==> src/rtl/bin2bcd_ssd_scan.sv <==
// bin2bcd_ssd_scan: 8-bit binary to 3-digit BCD converter (double dabble) driving a
// multiplexed active-low 4-digit seven-segment display with optional leading-zero blanking.
module bin2bcd_ssd_scan #(
  parameter int unsigned SCAN_DIV   = 50000,
  parameter bit          BLANK_LEAD = 1'b1
) (
  input  logic       clock_in,
  input  logic       clr_n,
  input  logic       load,
  input  logic [7:0] bin_in,
  output logic       busy,
  output logic       done,
  output logic [3:0] units,
  output logic [3:0] tens,
  output logic [3:0] hundreds,
  output logic [3:0] anode,
  output logic [6:0] cathode
);
  typedef enum logic [1:0] {IDLE, SHIFT, DONE} state_t;
  localparam logic [19:0] TC = 20'(SCAN_DIV - 1);
  state_t      r_state, w_next;
  logic [7:0]  r_sr;
  logic [11:0] r_bcd, w_adj;
  logic [2:0]  r_it;
  logic        r_done;
  logic [3:0]  r_u, r_t, r_h, w_dig;
  logic [19:0] r_cnt;
  logic [1:0]  r_idx;
  logic        w_blank;

  function automatic logic [3:0] adj3(input logic [3:0] n);
    return n >= 4'd5 ? n + 4'd3 : n;
  endfunction

  function automatic logic [6:0] seg(input logic [3:0] d);
    case (d)
      4'd0: return 7'b1000000;
      4'd1: return 7'b1111001;
      4'd2: return 7'b0100100;
      4'd3: return 7'b0110000;
      4'd4: return 7'b0011001;
      4'd5: return 7'b0010010;
      4'd6: return 7'b0000010;
      4'd7: return 7'b1111000;
      4'd8: return 7'b0000000;
      4'd9: return 7'b0010000;
      default: return 7'b1111111;
    endcase
  endfunction

  assign w_adj = {adj3(r_bcd[11:8]), adj3(r_bcd[7:4]), adj3(r_bcd[3:0])};

  always_ff @(posedge clock_in)
    if (!clr_n) r_state <= IDLE;
    else r_state <= w_next;

  always_comb begin
    w_next = r_state;
    busy   = 1'b1;
    case (r_state)
      IDLE: begin
        busy = 1'b0;
        if (load) w_next = SHIFT;
      end
      SHIFT: if (r_it == 3'd7) w_next = DONE;
      default: w_next = IDLE;
    endcase
  end

  always_ff @(posedge clock_in)
    if (!clr_n) begin
      r_sr   <= '0;
      r_bcd  <= '0;
      r_it   <= '0;
      r_done <= 1'b0;
      r_u    <= '0;
      r_t    <= '0;
      r_h    <= '0;
    end else begin
      r_done <= r_state == DONE;
      if (r_state == IDLE && load) begin
        r_sr  <= bin_in;
        r_bcd <= '0;
        r_it  <= '0;
      end
      if (r_state == SHIFT) begin
        {r_bcd, r_sr} <= {w_adj[10:0], r_sr, 1'b0};
        r_it          <= r_it + 3'd1;
      end
      if (r_state == DONE) begin
        r_u <= r_bcd[3:0];
        r_t <= r_bcd[7:4];
        r_h <= r_bcd[11:8];
      end
    end

  always_ff @(posedge clock_in)
    if (!clr_n) begin
      r_cnt <= '0;
      r_idx <= '0;
    end else if (r_cnt == TC) begin
      r_cnt <= '0;
      r_idx <= r_idx + 2'd1;
    end else begin
      r_cnt <= r_cnt + 20'd1;
    end

  // Slot 3 is always dark; leading zeros go dark only when blanking is enabled
  assign w_dig   = r_idx == 2'd0 ? r_u : r_idx == 2'd1 ? r_t : r_h;
  assign w_blank = r_idx == 2'd3 ||
                   (BLANK_LEAD && r_idx == 2'd2 && r_h == 4'd0) ||
                   (BLANK_LEAD && r_idx == 2'd1 && r_h == 4'd0 && r_t == 4'd0);
  assign anode    = w_blank ? 4'b1111 : ~(4'b0001 << r_idx);
  assign cathode  = w_blank ? 7'b1111111 : seg(w_dig);
  assign done     = r_done;
  assign units    = r_u;
  assign tens     = r_t;
  assign hundreds = r_h;
endmodule

==> config.mk <==
export PLATFORM = sky130hd
export DESIGN_NAME = bin2bcd_ssd_scan
export DESIGN_NICKNAME = d
export VERILOG_FILES = /design/src/rtl/bin2bcd_ssd_scan.sv
export SDC_FILE = /design/constraint.sdc
export NUM_CORES = 1
export LEC_CHECK = 0
export ABC_AREA = 1
export ABC_CLOCK_PERIOD_IN_PS = 2500
export CORE_ASPECT_RATIO = 1.75
export CORE_UTILIZATION = 65
export CTS_BUF_LIST = sky130_fd_sc_hd__clkbuf_4 sky130_fd_sc_hd__clkbuf_8
export CTS_CLUSTER_DIAMETER = 150
export DETAILED_ROUTE_END_ITERATION = 8
export DONT_BUFFER_PORTS = 1
export HOLD_SLACK_MARGIN = 0.05
export PLACE_DENSITY = 0.87
export REMOVE_ABC_BUFFERS = 1
export SLEW_MARGIN = 15
export SYNTH_ARGS = -nofsm -noshare
export SYNTH_HDL_FRONTEND = slang
export SYNTH_SLANG_ARGS = --single-unit
==> constraint.sdc <==
create_clock -name clock_in -period 2.5 [get_ports clock_in]
set_input_delay 0.5 -clock clock_in [delete_from_list [all_inputs] [get_ports clock_in]]
set_output_delay 0.5 -clock clock_in [all_outputs]
set_load 0.01 [all_outputs]
-- Word level (Yosys, flattened, before mapping)
Memories as Yosys holds them, arrays and structs flattened.
Index checks and enable logic that the tools add are counted.
- bits in registers: 60
- memory bits (read-only): 112
- input port bits: 11
- word-level logic and storage cells: 64
- memories: 1
- memories (name ; depth ; width ; rd ports ; clocked after memory_dff ; wr ports ; RTL line ; RTL):
    (no name shown) ; 16 ; 7 ; 1 ; 0 ; 0 ; 36 ; case (d)
- $add $sub $neg: 6
- $lt $le $gt $ge: 3
- equality and inequality tests: 9
- shift operators: 1
- muxes and demuxes: 17
- bitwise gates (word level): 2
- reduce and logical (&&, ||, !) cells: 14
- operators by type and width (kind ; number):
    $mux 12 ; 2
    $add 20x1->20 const B ; 1
    $eq 20x16->1 const B ; 1
    $mux 4 ; 5
    $mux 8 ; 2
    $ge 4x3->1 const B ; 3
    $mux 3 ; 3
    $add 4x2->4 const B ; 2
    $logic_not 4->1 ; 2
    $mux 7 ; 1
    $eq 2x2->1 const B ; 3
    $eq 2x1->1 const B ; 2
    $logic_and 1x1->1 ; 4
    $logic_not 2->1 ; 2
    $mux 2 ; 2
    $ne 2x2->1 const B ; 2
    $not 4->4 ; 1
    $pmux 2 s2 ; 1
    $reduce_or 2->1 ; 2
    $shl 1x2->4 const A ; 1
    $add 3x1->3 const B ; 1
    $add 3x2->3 const B ; 1
    $eq 3x3->1 const B ; 1
    $add 2x1->2 const B ; 1
    other kinds (5) ; 6

-- Depth between registers and ports, before layout
- word-level depth: 5
- depth in mapped cells: 12
- depth with buffers taken out: 12

-- Least setup slack after synthesis
No wires, ideal clock.
- kind: register to output
- from: reg r_idx[0]
- to: out cathode[3]
- arrival time: 1.851 ns
- path slack: 0.149 ns
- stages on the path, launching flop included: 12
- buffers on the path: 0
- cells stage by stage: dfxtp_1 -> inv_1 -> ha_1 -> inv_2 -> or2_4 -> nand2_4 -> inv_1 -> ha_1 -> or2_2 -> nand2_1 -> nand2_1 -> nand2_1
- longest elaborated chain between the ends: 5
- elaborated cells on any way between the ends: 13
- classes of those cells: 3 x eq/ne; 3 x mux; 6 x reduce/logical; 1 x memory
- ends and longest elaborated chain (item ; RTL line ; RTL):
    start, declared ; 28 ; logic [1:0] r_idx;
    start signal, assigned ; 103 ; r_idx <= r_idx + 2'd1;
    $eq 2x1->1 or $eq 2x2->1 (tied branches) ; 109, 112, 111 ;
    $mux 4, or another cell as far along (2 in series) ; 109 ; assign w_dig = r_idx == 2'd0 ? r_u : r_idx == 2'd1 ? r_t : r_h;
    $mem_v2 16x7 or $logic_or 1x1->1 (tied branches) ; n/a ;
    $mux 7 (*) ; 114 ; assign cathode = w_blank ? 7'b1111111 : seg(w_dig);
    end, declared ; 17 ; output logic [6:0] cathode
Every way passes the cells marked *; elsewhere a longest branch is shown, timed or not.

-- Worst setup path after layout
Ends and elaborated chain as after synthesis.

==> flow_summary_export.csv <==
group,metric,value,unit
run_status,status,"complete, no violations",
worst_setup_path,crit_type,"reg -> out",
sta,timing.setup.tns,0,ns
logic_synthesis,ys_types,35,
route,wl_per_cell,13.7,um
worst_setup_path,cpPeakStageDelay,0.37,ns
logic_synthesis,synth_area_per_cell,6.76,um2
worst_setup_path,r2r-end,"r_cnt[13]",
logic_synthesis,synthTopCellsByArea,"dfxtp_1 (37%), nand2_1 (16%), nor2_1 (7.2%)",
global_route,grt_pass1_wl,12.2,mm
sta,whs,0.275,ns
worst_setup_path,critPathCapture,"cathode[3]",
global_route,gr-usage-met2,56.7,%
logic_synthesis,syn_inst,483,
global_route,groute.layer.met1.usage,27.9,%
worst_setup_path,crit_family,"simple AND/OR/NAND/NOR gates",
logic_synthesis,ys_ff_latch,60,
logic_synthesis,async_flop_share,0,%
sta,period_needed,2.47,ns
die,die_x,55.6,um
logic_synthesis,synth_warnings,0,
die,initial_core_util,68.7,%
worst_setup_path,crit_fanout,9,
placement,dpl_cell_area,3290,um2
cells_and_area,postLayoutCellArea,3620,um2
worst_setup_path,path_depth,11,
power_and_ir_drop,vdd.ir_drop.worst,504,uV
clock_tree,clock_sinks,60,
global_route,grt_max_degree,23,
job,cap_violations,0,
power_and_ir_drop,powerDensity,568,nW/um2
logic_synthesis,synth.most_common_cell,"nand2_1",
logic_synthesis,ys.flop_type,"dfxtp_1",
sta,rsz0062_at_grt,"true",
global_route,grt_overflow_total,0,
sta,slew_viol_final,0,
sta,timing.final.crit_share,98.8,%
worst_setup_path,reg2reg_from,"r_cnt[0]",
route,wl,7.51,mm
route,via_count,3120,
clock_tree,cts_buffer_depth,2,
global_route,met3_usage,5.65,%
clock_tree,clk_pin_slew,0.06,ns
die,die_area,5320,um2
die,core,4750,um2
logic_synthesis,synth_top_area_share,36.8,%
sta,finalSetupViolations,0,
worst_setup_path,crit_required,2.00,ns
route,ant_nets,0,
route,via_per_inst,5.69,
worst_setup_path,crit_slowest_cell,"dfxtp_4",
global_route,grt_busiest_layer,"met2",
global_route,first_global_vias,2920,
sta,max_freq,0.405,GHz
clock_tree,cts_tree,"built",
route,drtIter0Drc,195,
logic_synthesis,ys_seq_area_share,36.8,%
die,pin_count,36,
clock_tree,cts_buffers,9,
worst_setup_path,start_kind,"flip-flop",
sta,finalHoldViolCount,0,
logic_synthesis,synth_edf_count,0,
placement,placed_cells,528,
clock_tree,clkLatencyLatePin,0.35,ns
placement,place_congestion,0.949,
worst_setup_path,crit_start,"r_idx[0]",
clock_tree,postCtsHoldBufs,0,
die,num_rows,33,
power_and_ir_drop,leakagePower,1.47,nW
worst_setup_path,reg2regPathDepth,6,
die,fp.dieH,95.7,um
worst_setup_path,path_cells,"inv_4 -> ha_4 -> inv_6 -> or2_4 -> nand2_4 -> inv_2 -> ha_4 -> or2_4 -> nand2_1 -> nand2_1 -> nand2_2",
cells_and_area,syn_to_final_growth,11.1,%
global_route,antenna_found_initial,0,
cells_and_area,fin_cells,548,
global_route,grt_usage,29.4,%
worst_setup_path,cp_num_buf_inv,3,
logic_synthesis,synth_top_area_cell,"dfxtp_1",
route,drc,0,
worst_setup_path,cp-end-kind,"primary output",
placement,place_hpwl,5.23,mm
route,drt_pass1_iterations,5,
worst_setup_path,arrival,1.97,ns
clock_tree,htree_levels,3,
cells_and_area,drive_gt1_share,13.5,%
sta,fin_skew,0.00769,ns
logic_synthesis,synthTopCellsByCount,"nand2_1 (142), nor2_1 (63), dfxtp_1 (60), inv_1 (46), a21oi_1 (32)",
cells_and_area,nNetsFinal,517,
cells_and_area,antennaDiodeCount,0,
logic_synthesis,syn-cell-area,3260,um2
min_path,min_path_type,"in -> reg",
clock_tree,cts_root_buf,"clkbuf_8",
worst_setup_path,r2r_slack,0.77,ns
placement,io_buffers,0,
[power breakdown]
| group | internal [mW] | switching, mW |
|---|---|---|
| clock network | 0.608 | 0.386 |
| registers | 0.971 | 0.0129 |
| logic | 0.0242 | 0.0578 |
[placed cells by master, fill, tap and decap left out, types with 2 or more instances in the layout]
cell	count
nand4_1	10
a21oi_1	32
xnor2_1	3
nor2_2	7
nor2_1	62
nand3_2	5
ha_1	11
ha_4	3
or2_0	2
nand2_1	139
xor2_1	7
a31oi_1	7
nor2_4	3
inv_1	42
nor3_1	2
o21ai_0	15
clkinv_2	2
nand3_1	26
or2_4	2
clkbuf_8	11
dfxtp_1	58
buf_4	10
nand2_2	8
inv_4	2
dfxtp_4	2
inv_2	6
o211ai_1	6
bufinv_16	2
[stage by stage]
step	util [%]	total power, mW	setup slack [ns]
after global routing	76.3	2.11	-0.0363
after detailed placement	69.3	1.09	0.0120
after global placement	69.3	1.08	0.0819
after floorplan	-	1.07	0.149
final	76.3	2.06	0.0301
after CTS	76.0	2.06	0.00169
[how the worst min path moves through the flow]
stage | from | end | slack (ns) | cells past startpoint
finish | clr_n | r_idx[1] | 0.28 | 2
global route | clr_n | tens[2] | 0.29 | 2
CTS | clr_n | r_idx[0] | 0.27 | 2
detailed placement | r_bcd[11] | r_bcd[11] | 0.46 | 2
global placement | r_cnt[19] | r_cnt[19] | 0.45 | 2
floorplan | r_cnt[19] | r_cnt[19] | 0.44 | 2
[layout make-up]
class / instances / area [um2]
multi-input cells: 358 / 1840
flip-flops and latches: 60 / 1210
fillers: 348 / 1120
inverters: 53 / 210
clock buffers: 11 / 151
repair buffers: 10 / 75.1
clock inverters: 4 / 72.6
well taps: 52 / 65.1
[kinds of logic (layout without fill, tap and decap cells)]
family / after synthesis / count (layout) / synth area share (%)
compound gates: 62 / 62 / 10.3
buf+inv: 65 / 78 / 8.44
simple gates: 271 / 271 / 36.3
fa+ha+maj: 14 / 14 / 5.37
other cells: 1 / 1 / 0.115
xor+xnor: 10 / 10 / 2.68
flops: 60 / 60 / 36.8
[repair_timing]
action,in CTS,in global routing
endpoints found under the setup margin,4,6
gates resized for setup,17,6
pin swaps,4,2
buffers inserted,4,1
[sequential cells by signal, summed over array words and instances, names as in the netlist, 3 cells and up]
register	count
r_sr	8
r_bcd	12
hundreds	4
r_it	3
tens	4
units	4
r_cnt	20
[per-layer routing]
layer / vias to the layer above / wire length (um)
met4: 0 / 308
li1: 1559 / -
met1: 1431 / 2870
met5: - / 0
met2: 100 / 4010
met3: 30 / 323
No activity file was read; power rests on OpenSTA's default activity.
